File: src/rtl/tx_uart_fifo.sv
// UART transmitter (8N1, optional even parity, LSB first) fed by a small input FIFO.
// The TX line is registered from the current state, so it trails the FSM by one clk.
module tx_uart_fifo #(
  parameter int CYCLE_PER_BIT = 1302,
  parameter int FIFO_DEPTH    = 4,
  parameter bit PARITY_EN     = 1'b0
) (
  input  logic       clk,
  input  logic       rst,
  input  logic [7:0] in_data_tx,
  input  logic       in_valid_tx,
  output logic       out_ready_tx,
  output logic       out_serial_tx,
  output logic       out_busy_tx,
  output logic       out_done_tx,
  output logic [4:0] out_fifo_count,
  output logic [2:0] dbg_state
);

  localparam int PTR_W = (FIFO_DEPTH > 1) ? $clog2(FIFO_DEPTH) : 1;
  localparam int CNT_W = $clog2(CYCLE_PER_BIT);
  localparam logic [CNT_W-1:0] LAST_CNT = CNT_W'(CYCLE_PER_BIT - 1);
  localparam logic [4:0] DEPTH_C = 5'(FIFO_DEPTH);

  typedef enum logic [2:0] {
    IDLE       = 3'd0,
    START_BIT  = 3'd1,
    DATA_BIT   = 3'd2,
    PARITY_BIT = 3'd3,
    STOP_BIT   = 3'd4,
    CLEANUP    = 3'd5
  } state_t;

  state_t             state, state_n;
  logic [7:0]         mem [FIFO_DEPTH];
  logic [PTR_W-1:0]   wr_ptr, rd_ptr;
  logic [4:0]         count;
  logic               push, pop;
  logic [7:0]         shift_q;
  logic               parity_q;
  logic [CNT_W-1:0]   bit_cnt, bit_cnt_n;
  logic [2:0]         idx, idx_n;
  logic               done_d;
  logic               serial_n;
  logic               bit_end;

  // Handshake: a word is taken on any rising edge where in_valid_tx && out_ready_tx.
  assign out_ready_tx   = (count < DEPTH_C);
  assign push           = in_valid_tx && out_ready_tx;
  assign bit_end        = (bit_cnt == LAST_CNT);
  assign out_fifo_count = count;
  assign out_busy_tx    = (state != IDLE);
  assign dbg_state      = state;

  always_ff @(posedge clk) begin
    if (push) mem[wr_ptr] <= in_data_tx;
  end

  // Count kept apart from the pointers so full and empty are never ambiguous.
  always_ff @(posedge clk or negedge rst) begin
    if (!rst) begin
      wr_ptr <= '0;
      rd_ptr <= '0;
      count  <= '0;
    end else begin
      if (push) wr_ptr <= wr_ptr + PTR_W'(1);
      if (pop)  rd_ptr <= rd_ptr + PTR_W'(1);
      case ({push, pop})
        2'b10:   count <= count + 5'd1;
        2'b01:   count <= count - 5'd1;
        default: count <= count;
      endcase
    end
  end

  always_comb begin
    state_n   = state;
    bit_cnt_n = bit_cnt;
    idx_n     = idx;
    done_d    = 1'b0;
    pop       = 1'b0;
    case (state)
      IDLE: begin
        bit_cnt_n = '0;
        idx_n     = '0;
        if (count != 5'd0) begin
          pop     = 1'b1;
          state_n = START_BIT;
        end
      end
      START_BIT: begin
        if (bit_end) begin
          bit_cnt_n = '0;
          state_n   = DATA_BIT;
        end else begin
          bit_cnt_n = bit_cnt + CNT_W'(1);
        end
      end
      DATA_BIT: begin
        if (bit_end) begin
          bit_cnt_n = '0;
          idx_n     = idx + 3'd1;
          if (idx == 3'd7) state_n = PARITY_EN ? PARITY_BIT : STOP_BIT;
        end else begin
          bit_cnt_n = bit_cnt + CNT_W'(1);
        end
      end
      PARITY_BIT: begin
        if (bit_end) begin
          bit_cnt_n = '0;
          state_n   = STOP_BIT;
        end else begin
          bit_cnt_n = bit_cnt + CNT_W'(1);
        end
      end
      STOP_BIT: begin
        if (bit_end) begin
          bit_cnt_n = '0;
          done_d    = 1'b1;
          state_n   = CLEANUP;
        end else begin
          bit_cnt_n = bit_cnt + CNT_W'(1);
        end
      end
      CLEANUP: state_n = IDLE;
      default: state_n = IDLE;
    endcase
  end

  always_comb begin
    serial_n = 1'b1;
    case (state)
      START_BIT:  serial_n = 1'b0;
      DATA_BIT:   serial_n = shift_q[idx];
      PARITY_BIT: serial_n = parity_q;
      default:    serial_n = 1'b1;
    endcase
  end

  always_ff @(posedge clk or negedge rst) begin
    if (!rst) begin
      state         <= IDLE;
      bit_cnt       <= '0;
      idx           <= '0;
      shift_q       <= '0;
      parity_q      <= 1'b0;
      out_serial_tx <= 1'b1;
      out_done_tx   <= 1'b0;
    end else begin
      state         <= state_n;
      bit_cnt       <= bit_cnt_n;
      idx           <= idx_n;
      out_serial_tx <= serial_n;
      out_done_tx   <= done_d;
      // The frame owns its own copy, so later input changes cannot disturb it.
      if (pop) begin
        shift_q  <= mem[rd_ptr];
        parity_q <= ^mem[rd_ptr];
      end
    end
  end

endmodule

File: config.mk
export PLATFORM = sky130hd
export DESIGN_NAME = tx_uart_fifo
export DESIGN_NICKNAME = d
export VERILOG_FILES = /design/src/rtl/tx_uart_fifo.sv
export SDC_FILE = /design/constraint.sdc
export NUM_CORES = 1
export LEC_CHECK = 0
export CAP_MARGIN = 40
export CORE_MARGIN = 1.5
export CORE_UTILIZATION = 31
export CTS_CLUSTER_SIZE = 40
export DETAILED_ROUTE_END_ITERATION = 10
export HOLD_SLACK_MARGIN = 0.12
export PLACE_DENSITY = 0.47
export SETUP_SLACK_MARGIN = 0.2
export SYNTH_ARGS = -nofsm -noshare
export SYNTH_HDL_FRONTEND = slang
export SYNTH_SLANG_ARGS = --single-unit
export TNS_END_PERCENT = 50
File: constraint.sdc
create_clock -name clk -period 2.84 [get_ports clk]
set_clock_uncertainty 0.15 [all_clocks]
set_input_delay 0.568 -clock clk [delete_from_list [all_inputs] [get_ports clk]]
set_output_delay 0.568 -clock clk [all_outputs]
set_load 0.01 [all_outputs]
* After elaboration in Yosys (flattened, before gate mapping)
Memories as Yosys holds them, arrays and structs flattened.
Index checks and enable logic that the tools add are counted.
** Operators by class
- Add/subtract/negate cells :: 6
- Order comparisons :: 2
- Equal/unequal tests :: 14
- Muxes and demuxes :: 21
- Reductions and logical operators :: 11
** Operators with widths (number)
- case mux 11 bit (2 select lines) :: 1
- 2-to-1 mux 3 bit :: 7
- case mux 3 bit (5 select lines) :: 1
- inequality test 2 bit, second input constant :: 6
- adder 11 x 1 -> 11 bit, second input constant :: 1
- equality test 11 bit, second input constant :: 1
- 2-to-1 mux 11 bit :: 1
- case mux 5 bit (2 select lines) :: 1
- XOR reduction 8 bit :: 1
- 2-to-1 mux 1 bit :: 7
- equality test 3 x 2 -> 1 bit, second input constant :: 2
- equality test 3 bit, second input constant :: 2
- case mux 3 bit (2 select lines) :: 1
- AND reduction 6 bit :: 1
- nonzero test 2 bit :: 3
- adder 5 x 1 -> 5 bit, second input constant :: 1
- less-than comparator 5 x 3 -> 1 bit, second input constant :: 1
- nonzero test 5 bit :: 1
- subtractor 5 x 1 -> 5 bit, second input constant :: 1
- adder 2 x 1 -> 2 bit, second input constant :: 2
- less-than comparator 3 x 4 -> 1 bit, second input constant :: 1
- OR reduction 4 bit :: 1
- adder 3 x 1 -> 3 bit, second input constant :: 1
- binary-select mux 1 bit (select 3 bit) :: 1
- other kinds (8) :: 8
** Word-level totals
- Bits in registers :: 37
- Memory bits (writable) :: 32
- Input port bits :: 11
- Output and inout bits :: 12
- Memories :: 1
** Memories
- mem :: words 4, width 8, rd ports 1, clocked after Yosys merged registers in 0, wr ports 1, line 35 : logic [7:0] mem [FIFO_DEPTH];

* Longest topological paths before layout
Gate-level depths: netlist (run 1).
- Depth in word-level cells :: 5
- Gate-level depth with buffers :: 11

* Worst setup path after synthesis (run 1)
OpenSTA, ideal clock, no wires.
- Path kind :: reg2reg
- From :: register count[3], in the netlist out_fifo_count[3]
- To :: register count[4], in the netlist out_fifo_count[4]
- Arrival time :: 2824 ps
- Data required time :: 2564 ps
- Path slack :: -261 ps
- Stages on the path, launching flop included :: 11
- Buffers on the path :: 1
- Clock period less this slack :: 3101 ps
- Path through :: dfrtp_1 > nor3_1 > a21oi_1 > buf_2 > ha_1 > fa_1 > a21o_1 > a21oi_1 > xor2_1 > nor2_1 > xor2_1
** RTL lines
- start: declaration :: line 37 : logic [4:0] count;
- start signal: assignment :: line 69 : 2'b10: count <= count + 5'd1;
- start signal: assignment :: line 70 : 2'b01: count <= count - 5'd1;
- start signal: assignment :: line 71 : default: count <= count;
- less-than comparator 5 x 3 -> 1 bit (*) :: line 48 : assign out_ready_tx = (count < DEPTH_C);
- via out_ready_tx :: line 12 : output logic out_ready_tx,
- logical AND 1 bit (*) :: line 49 : assign push = in_valid_tx && out_ready_tx;
- equality test 2 x 1 -> 1 bit / equality test 2 bit (equally long branches) :: line 68 : case ({push, pop})
- case mux 5 bit (2 select lines) / nonzero test 2 bit (equally long branches)
The timed path passes the listed nets; every way through them passes the cells marked *.
A chain may end at the register's enable or synchronous reset.

* Worst setup path after layout (run 1)
- From :: register count[2], in the netlist out_fifo_count[2]
- To :: output out_ready_tx
** On the way
- Longest elaborated chain between the ends :: 1
** RTL lines (line)
- less-than comparator 5 x 3 -> 1 bit :: 48
- end: declaration :: 12
No other way between the ends.

==> results of run 1 <==
-- report_power, final --
| part | internal, W | leakage (nW) | switching (W) | total (W) |
|---|---|---|---|---|
| clock network | 0.000429 | 0.106 | 0.000434 | 0.000863 |
| registers | 0.00128 | 0.752 | 0.000215 | 0.00150 |
| logic | 0.000693 | 0.655 | 0.000558 | 0.00125 |
-- area by class of cell --
| class | instances | area [um^2] |
|---|---|---|
| Clock buffer | 9 | 124 |
| Clock inverter | 7 | 88.8 |
| Inverter | 4 | 15.0 |
| Timing Repair Buffer | 33 | 313 |
| Sequential cell | 69 | 1890 |
| Fill cell | 949 | 5930 |
| Multi-Input combinational cell | 140 | 1250 |
| Tap cell | 133 | 166 |
-- state kept, by name, indices dropped and copies added (netlist names) --
signal and flops:
mem 32, bit_cnt 11, shift_q 8, out_fifo_count 5, dbg_state 3, idx 3
rd_ptr 2, wr_ptr 2, out_done_tx 1, out_serial_tx 1, parity_q 1
-- routing by layer --
layer,vias up,global-route usage
li1,893,-
met5,-,0
met4,0,0.0446
met3,4,0.0365
met2,22,0.185
met1,914,0.153
-- synthesized netlist by cell type --
master     n  area share
nor2_1    17       0.020
o21ai_0    6      0.0096
mux4_2    10       0.072
buf_2      3      0.0048
or4b_4     1      0.0044
xnor2_1   12       0.034
nor2_2     1      0.0020
clkbuf_1   5      0.0060
nor3_1     2      0.0032
fa_1       1      0.0064
dfstp_2    1      0.0084
edfxtp_1  32        0.31
o21a_1     1      0.0024
and3_1     6       0.012
and2_1     2      0.0040
nand2_1   11       0.013
mux2_1     2      0.0072
nand4_1    3      0.0060
nor4b_1    1      0.0028
a311o_1    1      0.0032
xor2_1    12       0.034
or2_2      1      0.0020
or3_1      1      0.0020
inv_1      4      0.0048
mux2_2     9       0.032
a21o_1     2      0.0048
ha_1      12       0.048
nor4_2     1      0.0040
mux2i_1    1      0.0032
or4_1      1      0.0024
nor3b_1    1      0.0024
a21oi_1    7       0.011
o21ai_1    1      0.0016
dfrtp_1   36        0.29
nand3_1    6      0.0096
a221oi_1   1      0.0028
a22o_1     7       0.020
-- through the flow --
stage | util | std cells | cell area [um^2]
after floorplan | - | 221 | 3210
after global placement | 0.369 | 377 | 3610
after detailed placement | 0.371 | 378 | 3630
after CTS | 0.394 | 395 | 3850
after global routing | 0.394 | 395 | 3850
final | 0.394 | 395 | 3850
-- worst max path at each step --
| stage | slack, ns | startpoint | end |
|---|---|---|---|
| after global placement | 0.05 | in_valid_tx | out_fifo_count[4]$_DFFE_PN0P_ |
| after global routing | 0.21 | out_fifo_count[2]$_DFFE_PN0P_ | out_fifo_count[4]$_DFFE_PN0P_ |
| after detailed placement | 0.05 | in_valid_tx | out_fifo_count[4]$_DFFE_PN0P_ |
| final | 0.34 | out_fifo_count[2]$_DFFE_PN0P_ | out_ready_tx |
| after floorplan | 0.23 | out_fifo_count[2]$_DFFE_PN0P_ | out_fifo_count[4]$_DFFE_PN0P_ |
| after CTS | 0.27 | out_fifo_count[2]$_DFFE_PN0P_ | out_ready_tx |
-- kinds of logic after synthesis --
logic type | after synthesis | share of synthesized area
buffers and inverters | 12 | 0.0156
xor gates and xnor gates | 24 | 0.0671
AOI/OAI and AO/OA | 26 | 0.0551
muxes | 22 | 0.115
and+or+nand+nor | 55 | 0.0903
adders and majority gates | 13 | 0.0543
DFF | 69 | 0.603
-- critical path, stage by stage (launching register included) --
cell and delay [ns]:
dfrtp_1 0.49, nor3_4 0.22, buf_4 0.19, clkdlybuf4s50_1 0.55
-- timing repair --
item / 4_1_cts / 5_1_grt
hold buffers: 1 / 0
gates resized for setup: 0 / 0
hold endpoints to repair: 11 / 0
==> qor.yml, run 1 <==
start_util: 0.320
fin_crit_sh: 0.882
yosys_warnings: 0
cts-root-buf: "clkbuf_8"
htree_levels: 3
dp_hpwl_um: 3980
drtAntennaViolNets: 0
hold_start: "shift_q[1]$_DFFE_PN0P_"
p_leak_nw: 1.51
maxCapViolations: 0
synthCells: 221
dieWidth_um: 104
firstDrtPassIters: 2
mostFrequentLayoutCells: "dfrtp_1, edfxtp_1, clkdlybuf4s50_1, nor2_1"
ff2ff_path_depth: 10
irDropWorstVdd_mv: 0.349
vias_per_cell: 4.64
cts_sinks: 69
synth_area_um2: 3130
clockBufferDepth: 2
slew_headroom: 0.523
setup_tns_ns: 0
route.met2.wl_um: 2670
dr_wl_met3_um: 161
antenna_found_initial: 0
avgSynthCellArea_um2: 14.2
tightest_slew_ns: 0.705
core-area_um2: 9770
die_h_um: 104
ios: 23
gp_congestion: 0.726
cts_tree: "yes"
hold_end: "shift_q[1]$_DFFE_PN0P_"
powerDensity_nw_per_um2: 938
timing.fmax_ghz: 0.399
grt.total_usage: 0.118
grt_pass1_wl_um: 9820
drtIter0Drc: 13
antenna_cells: 0
timing.final.crit_period_ns: 2.50
fin_hold_ws_ns: 0.350
worst_ep_arrival_time_ns: 1.79
rsz0062_at_grt: "no"
area_growth_pct: 22.9
top_layer: "met4"
wl_um: 5650
die_area_um2: 10700
port_buffers: 22
path_class: "reg -> out"
grt-ovfl-total: 0
reg2reg_slack_ns: 0.35
wl_met1_um: 2790
syn-num-nets: 245
synth_cell_types: 37
endpoint_kind: "primary output"
drive_above_1_share: 0.221
r2r_end: "out_fifo_count[4]$_DFFE_PN0P_"
worst_slack_ns: 0.336
drc: 0
post_cts_buffers: 0
p_total_w: 0.00361
start_kind: "flop"
final_hold_viol_count: 0
grt_max_degree: 26
slew_viol_final: 0
holdPathStages: 1
ys_ff_latch: 69
clock_latency_ns: 0.34
cts_made_buffers: 9
status: "finished clean"
crit_required_ns: 2.12
vias: 1833
r2r_start: "out_fifo_count[2]$_DFFE_PN0P_"
avgRoutedWirePerCell_um: 14.3
setup_viol: 0
cts.clk_slew.worst_paths_ns: 0.09
dp_slack_ns: 0.0492
hold_class: "reg -> reg"
ys_seq_area_frac: 0.603
critPathMaxFanout: 7
final_common_cell: "dfrtp_1"
placementRows: 36
nets: 281
grt_pass1_vias: 1935
(Power assumes the default switching activity.)
==> run 2, diff against run 1 <==
--- a/config.mk
+++ b/config.mk
@@ -11,7 +11,8 @@
 export CTS_CLUSTER_SIZE = 40
 export DETAILED_ROUTE_END_ITERATION = 10
 export HOLD_SLACK_MARGIN = 0.12
-export PLACE_DENSITY = 0.47
+export PLACE_DENSITY = 0.46
+export RECOVER_POWER = 50
 export SETUP_SLACK_MARGIN = 0.2
 export SYNTH_ARGS = -nofsm -noshare
 export SYNTH_HDL_FRONTEND = slang
==> constraint.sdc (replaced) <==
create_clock -name clk -period 2.95 [get_ports clk]
set_clock_uncertainty 0.15 [all_clocks]
set_input_delay 0.59 -clock clk [delete_from_list [all_inputs] [get_ports clk]]
set_output_delay 0.59 -clock clk [all_outputs]
set_load 0.01 [all_outputs]
==> run 2 against run 1 <==
Sequential power hardly changed. Sequential share of layout area is 0.48 points higher. Combinational power shrank 10%. Global-route usage shrank 0.35 points. Setup slack got worse by 0.0010 ns. Flip-flop and latch count unchanged. Count of clock-buffer cells in the layout did not move. Largest cell class unchanged.
==> qor.yml, run 2 (same netlist as run 1, synthesis figures left out) <==
mostFrequentLayoutCells: "dfrtp_1, edfxtp_1, nor2_1"
tightest_slew_ns: 0.690
regArea_um2: 1890
placementRows: 36
slew_viol_final: 0
num-fill-cells: 967
rsz0062_at_grt: "no"
path_class: "in -> reg"
drc: 0
drtIter0Drc: 38
timing.fmax_ghz: 0.382
worst_ep_arrival_time_ns: 2.69
dieWidth_um: 104
drtAntennaViolNets: 0
multi_input_area_um2: 1220
top_layer: "met4"
largest_register_ffs: 32
htree_levels: 3
cts_sinks: 69
clockBufferDepth: 2
final_common_cell: "dfrtp_1"
cts_tree: "yes"
p_leak_nw: 1.50
grt.total_usage: 0.114
vias_per_cell: 4.54
grt_pass1_vias: 1834
place_area_um2: 3580
cts_made_buffers: 9
dr_wl_met3_um: 174
firstDrtPassIters: 4
ios: 23
avgRoutedWirePerCell_um: 14.4
area_growth_pct: 21.7
vias: 1784
drive_above_1_share: 0.192
r2r_start: "out_fifo_count[2]$_DFFE_PN0P_"
fin_crit_sh: 0.886
final_cells: 393
start_kind: "primary input"
timing.final.crit_period_ns: 2.61
crit_required_ns: 3.03
top_register: "mem"
grt_pass1_wl_um: 9390
dp_hpwl_um: 3950
nets: 279
endpoint_kind: "flop"
maxCapViolations: 0
irDropWorstVdd_mv: 0.347
setup_tns_ns: 0
crit_start: "in_valid_tx"
wl_um: 5680
wl_met1_um: 2770
grt-ovfl-total: 0
hold_class: "reg -> reg"
setup_viol: 0
die_area_um2: 10700
die_h_um: 104
p_total_w: 0.00348
port_buffers: 22
route.met2.wl_um: 2650
core-area_um2: 9770
post-place-cells: 376
antenna_found_initial: 0
critPathMaxFanout: 5
grt_max_degree: 28
antenna_cells: 0
cts-root-buf: "clkbuf_8"
status: "finished clean"
postLayoutCellArea_um2: 3810
hold_start: "shift_q[1]$_DFFE_PN0P_"
clock_latency_ns: 0.34
reg_top3: "mem x32, bit_cnt x11, shift_q x8"
powerDensity_nw_per_um2: 913
final_hold_viol_count: 0
cts_resized: 0
slew_headroom: 0.540
start_util: 0.320
gp_congestion: 0.684
cts.clk_slew.worst_paths_ns: 0.08
run 2: cell types whose count changed in the layout (fill, tap and decap cells not counted), moves of 3 or more:
cell,delta
buf_4,-4
clkbuf_1,+3
clkdlybuf4s50_1,-9
inv_8,-3
dlygate4sd3_1,+9
inv_6,+3
run 2: report_power, final:
part | internal, W | switching (W)
sequential | 0.00123 | 0.000233
combinational | 0.000630 | 0.000490
clock | 0.000490 | 0.000402
total | 0.00235 | 0.00113
run 2: worst paths after layout:
path	to	slack, ns	depth (start not counted)
min in group asynchronous	idx[0]$_DFFE_PN0P_	0.65	2
max in group asynchronous	out_serial_tx$_DFF_PN1_	1.35	3
hold reg to reg	shift_q[1]$_DFFE_PN0P_	0.35	1
setup reg to reg	out_fifo_count[4]$_DFFE_PN0P_	0.40	10
hold / removal	shift_q[1]$_DFFE_PN0P_	0.35	1
setup / recovery	out_fifo_count[4]$_DFFE_PN0P_	0.34	10
run 2: critical path: stages:
cell           delay (ns)
dlygate4sd3_1        0.54
and2_0               0.17
inv_1                0.06
ha_2                 0.22
fa_1                 0.41
a21o_1               0.19
a21oi_1              0.17
xor2_1               0.16
nor2_1               0.06
xor2_1               0.13
run 2: stage by stage:
stage | utilization | hold WS [ns] | setup WS, ns
floorplan | - | 0.144 | 0.227
global placement | 0.364 | 0.336 | 0.0714
detailed placement | 0.366 | 0.344 | 0.0646
CTS | 0.391 | 0.353 | 0.367
global route | 0.390 | 0.386 | 0.196
finish | 0.390 | 0.349 | 0.335
run 2: final cells by class:
cell class	instances	share of cell area
well taps	133	0.0437
repair buffers	31	0.0758
multi-input cells	140	0.321
clock buffers	9	0.0325
clock inverters	7	0.0272
inverters	4	0.00394
flip-flops and latches	69	0.495
run 2: what timing repair did:
action                                 CTS  global route
hold buffers                             1             0
setup buffers                            0             0
setup endpoints to repair                0             0
endpoints found under the hold margin   10             0
run 2: routing by layer:
metal  vias to the layer above  GRT usage
li1                        882          -
met1                       866      0.153
met2                        29      0.176
met3                         7     0.0283
met4                         0     0.0526
met5                         -          0
